## src/rtl/pending_encoder8.sv

```systemverilog
// Registered 8-to-3 priority encoder. Request strobes are captured in a sticky
// pending register; the highest pending index is presented until acknowledged.
module pending_encoder8 (
  input  logic       clk,
  input  logic       rst,
  input  logic [7:0] req,
  input  logic       ack,
  output logic [2:0] code,
  output logic       valid,
  output logic [7:0] pending
);

  logic [7:0] pend_q, pend_d;
  logic [2:0] code_q, code_d;
  logic       valid_q, valid_d;

  logic [7:0] clr_mask;
  logic [7:0] cand;
  logic [2:0] hi_idx;
  logic       accept;
  logic       load;

  always_comb begin
    accept   = valid_q & ack;
    clr_mask = accept ? (8'h01 << code_q) : '0;
    // cand excludes this edge's req, so a new strobe is presented one edge later
    cand     = pend_q & ~clr_mask;
    load     = ~valid_q | ack;

    // ascending scan: the last hit is the highest-numbered set bit
    hi_idx = '0;
    for (int unsigned i = 0; i < 8; i++) begin
      if (cand[i]) hi_idx = 3'(i);
    end

    pend_d  = cand | req;
    code_d  = code_q;
    valid_d = valid_q;
    if (load) begin
      valid_d = |cand;
      if (|cand) code_d = hi_idx;
    end
  end

  always_ff @(posedge clk or posedge rst) begin
    if (rst) begin
      pend_q  <= '0;
      code_q  <= '0;
      valid_q <= 1'b0;
    end else begin
      pend_q  <= pend_d;
      code_q  <= code_d;
      valid_q <= valid_d;
    end
  end

  assign code    = code_q;
  assign valid   = valid_q;
  assign pending = pend_q;

endmodule

```

## config.mk

```make
export PLATFORM = sky130hd
export DESIGN_NAME = pending_encoder8
export DESIGN_NICKNAME = d
export VERILOG_FILES = /design/src/rtl/pending_encoder8.sv
export SDC_FILE = /design/constraint.sdc
export NUM_CORES = 1
export LEC_CHECK = 0
export CORE_UTILIZATION = 35
export CTS_CLUSTER_SIZE = 8
export DETAILED_ROUTE_END_ITERATION = 6
export GPL_TIMING_DRIVEN = 0
export HOLD_SLACK_MARGIN = 0.06
export PLACE_DENSITY = 0.66
export SYNTH_ARGS = -nofsm -noshare
export SYNTH_HDL_FRONTEND = slang
export SYNTH_SLANG_ARGS = --single-unit
```

## constraint.sdc

```tcl
create_clock -name clk -period 1.8 [get_ports clk]
set_input_delay 0.18 -clock clk [delete_from_list [all_inputs] [get_ports clk]]
set_output_delay 0.18 -clock clk [all_outputs]
set_load 0.02 [all_outputs]
```

==> impl_metrics.csv <==
group,metric,value,unit
run_status,status,"completed",
clock_tree,clock_latency,0.28,ns
power,p_leak,0.362,nW
clock_tree,clock_sinks,12,
final_layout,antenna-diode-count,0,
grt,grt_max_degree,13,
detailed_routing,drtPass1Iterations,4,
place,dpl_cell_area,836,um2
floorplan,core,0.00154,mm2
detailed_routing,drc,0,
setup_path,cp_max_fo,6,
sta,max_freq,585,MHz
synthesis,syn_avg_cell_area,10.8,um2
synthesis,yosysUniqueCellTypes,18,
setup_path,r2r_cells,5,
place,port_buffers,22,
setup_path,critical_path_buf_inv_count,0,
clock_tree,path_clk_slew,0.08,ns
setup_path,crit_arrival,1.91,ns
setup_path,cp_slowest_cell,"dfrtp_2",
synthesis,ys_seq_elements,12,
detailed_routing,drt_iter0_markers,10,
synthesis,synthTopCellsByCount,"12 x dfrtp_1, 11 x nand2b_1, 5 x nand2_1, 5 x o21ai_1, 4 x inv_1",
clock_tree,cts-root-buf,"clkbuf_4",
sta,setup-violations-final,0,
sta,fin_crit,1.71,ns
sta,clock_skew,0.00158,ns
floorplan,die_height,43.3,um
setup_path,rr_endpoint,"code[1]",
floorplan,start_util,38.6,%
clock_tree,post_cts_buffers,0,
synthesis,synth_top_area_share,50.4,%
setup_path,critPathMaxStageDelay,0.44,ns
setup_path,path_delay_family,"simple AND/OR/NAND/NOR gates",
job,drv_cap,0,
setup_path,worstSetupPathType,"flop to flop",
sta,worst_pin_slew,0.466,ns
grt,grt_overflow,0,
clock_tree,cts_buffer_depth,2,
setup_path,worstSetupEndpointType,"flop",
setup_path,rrSetupSlack,0.09,ns
final_layout,area_growth,48.9,%
grt,grt_use_total,16.3,%
grt,grt_pass1_vias,495,
hold_path,min_path_type,"primary input to async pin",
synthesis,synth.cell_area,596,um2
synthesis,synth_ff_type,"dfrtp_1",
sta,rsz0062_at_grt,"false",
floorplan,die_w,43.3,um
detailed_routing,vias,514,
setup_path,start_kind,"flop",
sta,hold_violations,0,
power,vdd_drop_max,0.399,mV
synthesis,async_reset_ff_share,100,%
detailed_routing,wl,1.30,mm
synthesis,synth_cells,55,
final_layout,design_area,887,um2
clock_tree,cts_tree,"yes",
sta,slew_viol_final,0,
detailed_routing,wl_per_cell,13.4,um
power,p_total,786,uW
detailed_routing,postRouteAntennaNets,0,
setup_path,reg2reg_from,"code[1]",
setup_path,crit_chain,"or3b_4, o21ai_4, nand4_4, o21ai_4, mux2i_1",
floorplan,boundaryPins,23,
final_layout,multi_input_area,292,um2
synthesis,yosysWarnings,0,
detailed_routing,post_drt_via_cell_ratio,5.30,
place,routabilityCongestion,0.783,
final_layout,drive_gt1_share,16.0,%
sta,period_share,95.0,%
sta,max_slew_margin,68.9,%
floorplan,rows,14,
clock_tree,cts_buffers,3,
synthesis,synth_most_common_cell,"dfrtp_1",
final_layout,final_cells,97,
clock_tree,htree_levels,1,
setup_path,cpMostUsedCell,"o21ai_4",
final_layout,register_area,302,um2
floorplan,dieArea,0.00187,mm2
synthesis,synth_top_area_cell,"dfrtp_1",
final_layout,fill_cells,143,
synthesis,synth_area_leaders,"dfrtp_1 50%, nand2b_1 12%, o21ai_2 4.4%, o21ai_1 4.2%, nand4_4 3.6%",
power,p_per_area,886,mW/mm2
place,place_inst,93,
grt,grt_pass1_wl,2.19,mm
synthesis,syn_nets,66,
final_layout,finalNetCount,93,
setup_path,crit_required,2.00,ns
grt,antenna_found_initial,0,
synthesis,synth-seq-area-share,50.4,%
synthesis,synth_edf_count,0,
[worst register-to-register path, cell delays in order (launching register included)]
cell     delay, ns
dfrtp_2       0.44
or3b_4        0.43
o21ai_4       0.20
nand4_4       0.15
o21ai_4       0.21
mux2i_1       0.20
[power breakdown]
part	internal, mW	leakage [nW]	switching [mW]
registers	0.297	0.111	0.0296
clock network	0.123	0.0210	0.103
logic	0.108	0.229	0.125
total	0.528	0.362	0.258
[what timing repair did]
| item | CTS | global route |
|---|---|---|
| endpoints found under the setup margin | 0 | 2 |
| hold buffers | 0 | 0 |
| resized for setup | 0 | 4 |
[cell usage in the layout, fill, tap and decap left out, drive strengths merged]
cell and instances:
o21a 1, o21ai 9, nand3 1, a31oi 2, or3b 1, o211ai 1, inv 4, nor2 1
clkdlybuf4s50 21, clkbuf 4, mux2i 2, a22o 1, dfrtp 12, nand4 2, nand2 5, dlymetal6s2s 1
nand2b 11, nand3b 2
[stage by stage]
stage / hold slack [ns] / TNS [ns] / util [%] / setup WS (ns)
after detailed placement: 0.520 / -0.449 / 54.2 / -0.198
final: 0.199 / 0 / 57.5 / 0.0905
after global routing: 0.271 / 0 / 57.5 / 0.0213
after floorplan: 0.0447 / 0 / - / 0.138
after CTS: 0.217 / 0 / 56.6 / 0.0708
after global placement: 0.508 / -0.395 / 54.2 / -0.172
[layer usage]
metal	part of all wire [%]	global-route usage (%)	vias up
li1	-	-	249
met1	47	21.3	241
met2	45	23.6	19
met3	5.3	3.40	5
met4	2.7	11.5	0
met5	0	0	-
[state kept, by name, indices dropped and copies added, names as in the netlist]
register  cells
pending       8
code          3
valid         1
[worst max-delay path by stage]
stage                     cells after the start    start  endpoint
after CTS                                     5  code[1]   code[1]
after floorplan                               5  code[1]   code[0]
after global routing                          5  code[1]   code[1]
after global placement                        6      ack   code[0]
final                                         5  code[1]   code[1]
after detailed placement                      6      ack   code[1]
[logic make-up after synthesis]
group,share of synthesized area (%)
DFF,50.4
buffers and inverters,2.52
AOI/OAI and AO/OA,17.4
muxes,3.36
and+or+nand+nor,26.3
[final cells by class]
class | instances | area share, %
flip-flops and latches | 12 | 34.0
well taps | 16 | 2.26
repair buffers | 22 | 25.1
clock buffers | 4 | 4.09
multi-input cells | 39 | 32.9
inverters | 4 | 1.69
Note: power is estimated with default switching activity, not from simulation.
